**config.mk**
```make
export PLATFORM = sky130hd
export DESIGN_NAME = cache_line_refill
export DESIGN_NICKNAME = d
export VERILOG_FILES = /design/src/rtl/cache_pkg.sv /design/src/rtl/refill_word_counter.sv /design/src/rtl/cache_line_refill.sv
export SDC_FILE = /design/constraint.sdc
export NUM_CORES = 1
export LEC_CHECK = 0
export ABC_AREA = 1
export ABC_CLOCK_PERIOD_IN_PS = 1800
export CORE_MARGIN = 4
export CORE_UTILIZATION = 44
export CTS_BUF_LIST = sky130_fd_sc_hd__clkbuf_16
export DETAILED_ROUTE_END_ITERATION = 10
export GPL_ROUTABILITY_DRIVEN = 0
export GPL_TIMING_DRIVEN = 0
export PLACE_DENSITY = 0.85
export SLEW_MARGIN = 0
export SYNTH_ARGS = -nofsm -noshare
export SYNTH_HDL_FRONTEND = slang
export SYNTH_SLANG_ARGS = --single-unit
export TNS_END_PERCENT = 30
```
**constraint.sdc**
```tcl
create_clock -name clk -period 1.8 [get_ports clk]
set_clock_uncertainty 0.05 [all_clocks]
set_input_delay 0.18 -clock clk [delete_from_list [all_inputs] [get_ports clk]]
set_output_delay 0.18 -clock clk [all_outputs]
set_load 0.05 [all_outputs]
```
**src/rtl/cache_pkg.sv**
```systemverilog
// -----------------------------------------------------------------------------
// cache_pkg
// Shared definitions for the data-cache refill path: the refill FSM state
// encoding, the line geometry (words per line, offset width) and the default
// data/address widths used as parameter defaults by the refill blocks.
// No ports (package).
// -----------------------------------------------------------------------------
package cache_pkg;

   // Line geometry: one line is four one-byte words.
   localparam int CACHE_WORDS  = 4;
   localparam int CACHE_OFF_W  = 2;

   // Default widths of the cache data path.
   localparam int CACHE_DATA_W = 8;
   localparam int CACHE_ADDR_W = 8;

   typedef enum logic [1:0] {
      ST_IDLE  = 2'd0,
      ST_FETCH = 2'd1,
      ST_WRITE = 2'd2
   } refill_state_e;

endpackage : cache_pkg

```
**src/rtl/refill_word_counter.sv**
```systemverilog
// -----------------------------------------------------------------------------
// refill_word_counter
// Word sequencing for one line refill. Holds the start offset and the count
// of words already returned; the current offset is their modulo-4 sum, so a
// fill starting at any offset wraps naturally (e.g. 2,3,0,1).
//
// Ports:
//   clk, rst_n      clock, asynchronous active-low reset
//   i_start         load i_start_off and clear the word count
//   i_start_off     first offset of the new fill
//   i_advance       one word accepted (memory ack in FETCH)
//   o_cur_off       offset of the word currently requested
//   o_first_word    no word of this fill has been returned yet
//   o_last_word     the word being requested is the fourth of the fill
// -----------------------------------------------------------------------------
module refill_word_counter
   import cache_pkg::*;
(
   input  logic                   clk,
   input  logic                   rst_n,
   input  logic                   i_start,
   input  logic [CACHE_OFF_W-1:0] i_start_off,
   input  logic                   i_advance,
   output logic [CACHE_OFF_W-1:0] o_cur_off,
   output logic                   o_first_word,
   output logic                   o_last_word
);

   logic [CACHE_OFF_W-1:0] r_start_off;
   logic [CACHE_OFF_W-1:0] r_count;

   // NOTE: sequential state is updated with non-blocking assignments only, so
   // every register samples the pre-edge values of its inputs.
   always_ff @(posedge clk or negedge rst_n) begin
      if (!rst_n) begin
         r_start_off <= '0;
         r_count     <= '0;
      end else if (i_start) begin
         r_start_off <= i_start_off;
         r_count     <= '0;
      end else if (i_advance) begin
         // Wraps back to 0 after the fourth word, ready for the next fill.
         r_count <= r_count + CACHE_OFF_W'(1);
      end
   end

   // Two-bit add wraps 3 -> 0 without any explicit modulo logic.
   assign o_cur_off    = r_start_off + r_count;
   assign o_first_word = (r_count == '0);
   assign o_last_word  = (r_count == CACHE_OFF_W'(CACHE_WORDS - 1));

endmodule : refill_word_counter

```
**src/rtl/cache_line_refill.sv**
```systemverilog
// -----------------------------------------------------------------------------
// cache_line_refill
// Miss-refill engine for the direct-mapped data cache. On a miss it reads the
// four bytes of the missing block one word at a time, assembles them in line
// registers and pulses a one-cycle write into the data array.
//
// Optional feature macro: CACHE_CRIT_WORD_FIRST_EN
//   defined   - fetch starts at the missed byte offset and wraps; an extra
//               output crit_valid pulses the cycle after the first ack.
//   undefined - fetch always runs offsets 0,1,2,3; no crit_valid port.
//
// Ports:
//   clk, rst_n                clock, asynchronous active-low reset
//   miss_req, miss_addr       miss request and byte address (sampled in IDLE)
//   busy                      refill in progress (FETCH and WRITE)
//   mem_read, mem_addr        memory read request and word byte address
//   mem_ack, mem_rdata        memory data return
//   line_data0x..line_data3x  assembled line, byte offsets 0..3
//   line_addr                 block address of the line being written
//   line_write, refill_done   one-cycle data-array write / completion pulse
//   crit_valid                critical word available (feature builds only)
// -----------------------------------------------------------------------------
module cache_line_refill
   import cache_pkg::*;
#(
   parameter int DATA_W = CACHE_DATA_W,
   parameter int ADDR_W = CACHE_ADDR_W
) (
   input  logic              clk,
   input  logic              rst_n,
   input  logic              miss_req,
   input  logic [ADDR_W-1:0] miss_addr,
   output logic              busy,
   output logic              mem_read,
   output logic [ADDR_W-1:0] mem_addr,
   input  logic              mem_ack,
   input  logic [DATA_W-1:0] mem_rdata,
   output logic [DATA_W-1:0] line_data0x,
   output logic [DATA_W-1:0] line_data1x,
   output logic [DATA_W-1:0] line_data2x,
   output logic [DATA_W-1:0] line_data3x,
   output logic [ADDR_W-3:0] line_addr,
   output logic              line_write,
   output logic              refill_done
`ifdef CACHE_CRIT_WORD_FIRST_EN
   ,
   output logic              crit_valid
`endif
);

   refill_state_e          r_state;
   refill_state_e          w_next_state;
   logic [ADDR_W-3:0]      r_line_addr;
   logic [DATA_W-1:0]      r_line [CACHE_WORDS];
   logic                   w_start;
   logic                   w_ack;
   logic                   w_first_word;
   logic                   w_last_word;
   logic [CACHE_OFF_W-1:0] w_start_off;
   logic [CACHE_OFF_W-1:0] w_cur_off;

   // Acceptance only in IDLE; acks outside FETCH are ignored.
   assign w_start = (r_state == ST_IDLE) && miss_req;
   assign w_ack   = (r_state == ST_FETCH) && mem_ack;

`ifdef CACHE_CRIT_WORD_FIRST_EN
   assign w_start_off = miss_addr[CACHE_OFF_W-1:0];
`else
   assign w_start_off = '0;
   // The byte offset and first-word flag only matter to critical-word-first.
   logic w_unused;
   assign w_unused = ^{miss_addr[CACHE_OFF_W-1:0], w_first_word};
`endif

   refill_word_counter u_word_counter (
      .clk          (clk),
      .rst_n        (rst_n),
      .i_start      (w_start),
      .i_start_off  (w_start_off),
      .i_advance    (w_ack),
      .o_cur_off    (w_cur_off),
      .o_first_word (w_first_word),
      .o_last_word  (w_last_word)
   );

   always_ff @(posedge clk or negedge rst_n) begin
      if (!rst_n) r_state <= ST_IDLE;
      else        r_state <= w_next_state;
   end

   // NOTE: every output of this block gets a default before the case, so no
   // path leaves a signal unassigned and no latch is inferred.
   always_comb begin
      w_next_state = r_state;
      busy         = 1'b0;
      mem_read     = 1'b0;
      line_write   = 1'b0;
      refill_done  = 1'b0;
      unique case (r_state)
         ST_IDLE: begin
            if (miss_req) w_next_state = ST_FETCH;
         end
         ST_FETCH: begin
            busy     = 1'b1;
            mem_read = 1'b1;
            if (mem_ack && w_last_word) w_next_state = ST_WRITE;
         end
         ST_WRITE: begin
            busy         = 1'b1;
            line_write   = 1'b1;
            refill_done  = 1'b1;
            w_next_state = ST_IDLE;
         end
         default: w_next_state = ST_IDLE;
      endcase
   end

   // NOTE: the line registers drive the byte-select mux directly and must read
   // as zero after reset, so they are flops with reset rather than a RAM.
   always_ff @(posedge clk or negedge rst_n) begin
      if (!rst_n) begin
         r_line_addr <= '0;
         for (int i = 0; i < CACHE_WORDS; i++) r_line[i] <= '0;
      end else begin
         if (w_start) r_line_addr <= miss_addr[ADDR_W-1:CACHE_OFF_W];
         // Unfetched bytes keep their stale contents until overwritten.
         if (w_ack)   r_line[w_cur_off] <= mem_rdata;
      end
   end

`ifdef CACHE_CRIT_WORD_FIRST_EN
   logic r_crit_valid;

   always_ff @(posedge clk or negedge rst_n) begin
      if (!rst_n) r_crit_valid <= 1'b0;
      else        r_crit_valid <= w_ack && w_first_word;
   end

   assign crit_valid = r_crit_valid;
`endif

   assign mem_addr    = {r_line_addr, w_cur_off};
   assign line_addr   = r_line_addr;
   assign line_data0x = r_line[0];
   assign line_data1x = r_line[1];
   assign line_data2x = r_line[2];
   assign line_data3x = r_line[3];

endmodule : cache_line_refill

```
==> flow_metrics.py <==
metrics = {
    "outcome": {
        "outcome": "completed",
    },
    "floorplanning": {
        "die_area_sq_um": 5580,
        "die_w_um": 74.7,
        "io_pins": 70,
        "start_util": 0.472,
        "die_y_um": 74.7,
        "rows": 23,
        "fp.coreArea_sq_um": 4140,
    },
    "cells_and_area": {
        "area_growth_pct": 44.4,
        "layout_commonest_cell": "nand2_1",
        "mostFrequentLayoutCells": "nand2_1, clkdlybuf4s50_1, dfrtp_1, o21ai_1, o21ai_0",
        "nets": 313,
        "n_antenna_cell": 0,
        "design_area_sq_um": 2830,
        "nFillCells": 316,
        "drive_above_1_share": 0.127,
    },
    "logic_synthesis": {
        "yosysSeqAreaShare": 0.537,
        "syn_area_sq_um": 1960,
        "ys_seq_elements": 42,
        "synth_fp_nets": 238,
        "yosys_warnings": 0,
        "syn_area_per_cell_sq_um": 9.36,
        "yosysUniqueCellTypes": 15,
        "syn_inst": 209,
    },
    "timing": {
        "finalCritPeriodShare": 0.954,
        "hold_ws_ns": 0.172,
        "rsz0062_at_grt": "no",
        "max_freq_mhz": 582,
        "tightest_slew_ns": 0.538,
        "setup_viol": 0,
        "hold_viol_final": 0,
        "finalCriticalPeriod_ns": 1.72,
        "maxSlewViolCount": 0,
        "relSlewSlack": 0.640,
        "fin_setup_tns_ns": 0,
    },
    "pwr": {
        "switching_power_uw": 3050,
        "pwr-share-seq": 0.259,
        "vdd.ir_drop.worst_uv": 1500,
        "powerDensity_nw_per_um2": 2110,
        "pwr-share-comb": 0.603,
        "internal-power_uw": 2910,
        "netSwitchingFraction": 0.512,
        "leakagePower_uw": 0.00150,
        "pwr-share-clk": 0.138,
    },
    "min_path": {
        "min-delay-start": "miss_req",
        "hold_path_end": "line_addr[0]$_DFFE_PN0P_",
        "hold_depth": 3,
        "hold_class": "input pin to register",
    },
    "route": {
        "vias_per_cell": 5.05,
        "wl_um": 4800,
        "vias": 1680,
        "drtAntennaViolNets": 0,
        "wl_met3_um": 417,
        "wl_met2_um": 2350,
        "firstDrtPassIters": 4,
        "routed.top_layer": "met4",
        "remaining_drc_errors": 0,
        "routedLengthMet1_um": 1970,
        "drtIter0Drc": 124,
        "wl_per_cell_um": 14.4,
    },
    "setup_path": {
        "cp_top_family": "buffers and inverters",
        "end_kind": "output port",
        "r2r-end": "line_data2x[7]$_DFFE_PN0P_",
        "slowest_stage": "clkdlybuf4s50_1",
        "r2r_setup_slack_ns": 0.29,
        "worstPathBufferInverterCount": 1,
        "crit_type": "register to output port",
        "required_ns": 1.57,
        "crit_arrival_ns": 1.49,
        "cpPeakStageDelay_ns": 0.83,
        "critPathLaunchType": "register",
        "crit_chain": "clkdlybuf4s50_1",
        "crit_fanout": 3,
        "reg2reg_depth": 7,
        "crit-reg2reg-launch": "r_state[1]$_DFFE_PN0P_",
    },
    "global_route": {
        "antenna_found_initial": 0,
        "gr-total-overflow": 0,
        "grt_pass1_vias": 1685,
        "grt_usage": 0.190,
        "grt_max_degree": 23,
        "grt_first_pass_wirelength_um": 8010,
    },
    "cts": {
        "cts.sinks": 42,
        "htree_levels": 2,
        "clockBufferDepth": 2,
        "cts.clk_slew.worst_paths_ns": 0.06,
        "post_cts_buffers": 0,
        "cts_root_buf": "clkbuf_16",
        "cts_tree": "done",
        "clock_latency_ns": 0.28,
        "cts_buffers": 5,
    },
    "placed_design": {
        "io_buffer_count": 66,
        "dpl_cell_area_sq_um": 2700,
        "hpwl_um": 3620,
    },
    "run": {
        "cap_violations": 0,
    },
}
==> layout make-up <==
cell class | count | area [sq um] | share of cell area
Tap cell | 50 | 62.6 | 0.0221
Timing Repair Buffer | 68 | 677 | 0.240
Buffer | 13 | 116 | 0.0412
Sequential cell | 42 | 1050 | 0.372
Inverter | 10 | 37.5 | 0.0133
Clock buffer | 5 | 125 | 0.0443
Clock inverter | 1 | 3.75 | 0.00133
Multi-Input combinational cell | 144 | 752 | 0.266
==> metrics by stage <==
| stage | instances | setup slack [ns] | util | power, uW |
|---|---|---|---|---|
| 6_report | 333 | 0.0820 | 0.682 | 5950 |
| 5_1_grt | 333 | 0.0233 | 0.682 | 6270 |
| 4_1_cts | 333 | 0.0104 | 0.683 | 6010 |
| 3_5_place_dp | 326 | -0.0380 | 0.652 | 5220 |
| 3_3_place_gp | 325 | -0.532 | 0.647 | 5120 |
| 2_1_floorplan | 209 | 0.0271 | - | 4020 |
==> per-layer routing <==
| layer | up-vias | GRT usage |
|---|---|---|
| li1 | 809 | - |
| met1 | 798 | 0.227 |
| met2 | 67 | 0.329 |
| met3 | 6 | 0.0614 |
| met4 | 0 | 0.0573 |
| met5 | - | 0 |
==> sequential cells by signal, summed over array words and instances, names as in the netlist <==
register	flops
line_addr	6
line_data0x	8
line_data1x	8
line_data2x	8
line_data3x	8
r_state	2
u_word_counter.r_count	2
==> worst max-delay path by stage <==
stage,cells past startpoint,slack [ns],endpoint,from
finish,1,0.08,line_addr[1],line_addr[1]$_DFFE_PN0P_
global placement,1,-0.53,line_data2x[4]$_DFFE_PN0P_,rst_n
detailed placement,4,-0.04,refill_done,r_state[0]$_DFFE_PN0P_
floorplan,7,0.03,line_data0x[1]$_DFFE_PN0P_,r_state[1]$_DFFE_PN0P_
global route,1,0.02,line_addr[1],line_addr[1]$_DFFE_PN0P_
CTS,2,0.01,mem_addr[2],line_addr[0]$_DFFE_PN0P_
==> cells in the mapped netlist <==
library cell | count | area (sq um)
nand3_1 | 10 | 50.1
buf_2 | 2 | 10.0
o21ai_1 | 18 | 90.1
inv_1 | 10 | 37.5
buf_4 | 7 | 52.6
nand2_1 | 85 | 319
dfrtp_1 | 42 | 1050
buf_8 | 2 | 30.0
o21ai_2 | 2 | 17.5
buf_12 | 1 | 20.0
o21ai_0 | 14 | 70.1
nor2_8 | 4 | 80.1
ha_1 | 9 | 113
clkbuf_1 | 1 | 3.75
nand2_2 | 2 | 12.5
==> repair_timing <==
action,in CTS,in global routing
resized for setup,11,8
setup endpoints to repair,7,7
endpoints found under the hold margin,20,0
hold buffers,1,0
==> logic make-up (layout without fill, tap and decap cells) <==
logic type,count (synthesis),after routing,share of synthesized area
AO/OA/AOI/OAI,34,34,0.0908
adder cells (fa/ha/maj),9,9,0.0575
buffers and inverters,23,97,0.0786
flip-flops,42,42,0.537
AND/OR/NAND/NOR,101,101,0.236
==> power by group through the flow <==
| stage | sequential [uW] | combinational, uW | clock, uW |
|---|---|---|---|
| after floorplan | 2690 | 1330 | 0 |
| after global placement | 1540 | 3580 | 0 |
| after detailed placement | 1550 | 3670 | 0 |
| after CTS | 1550 | 3640 | 828 |
| after global routing | 1590 | 3820 | 864 |
| final | 1540 | 3590 | 820 |
(Power assumes the default switching activity.)
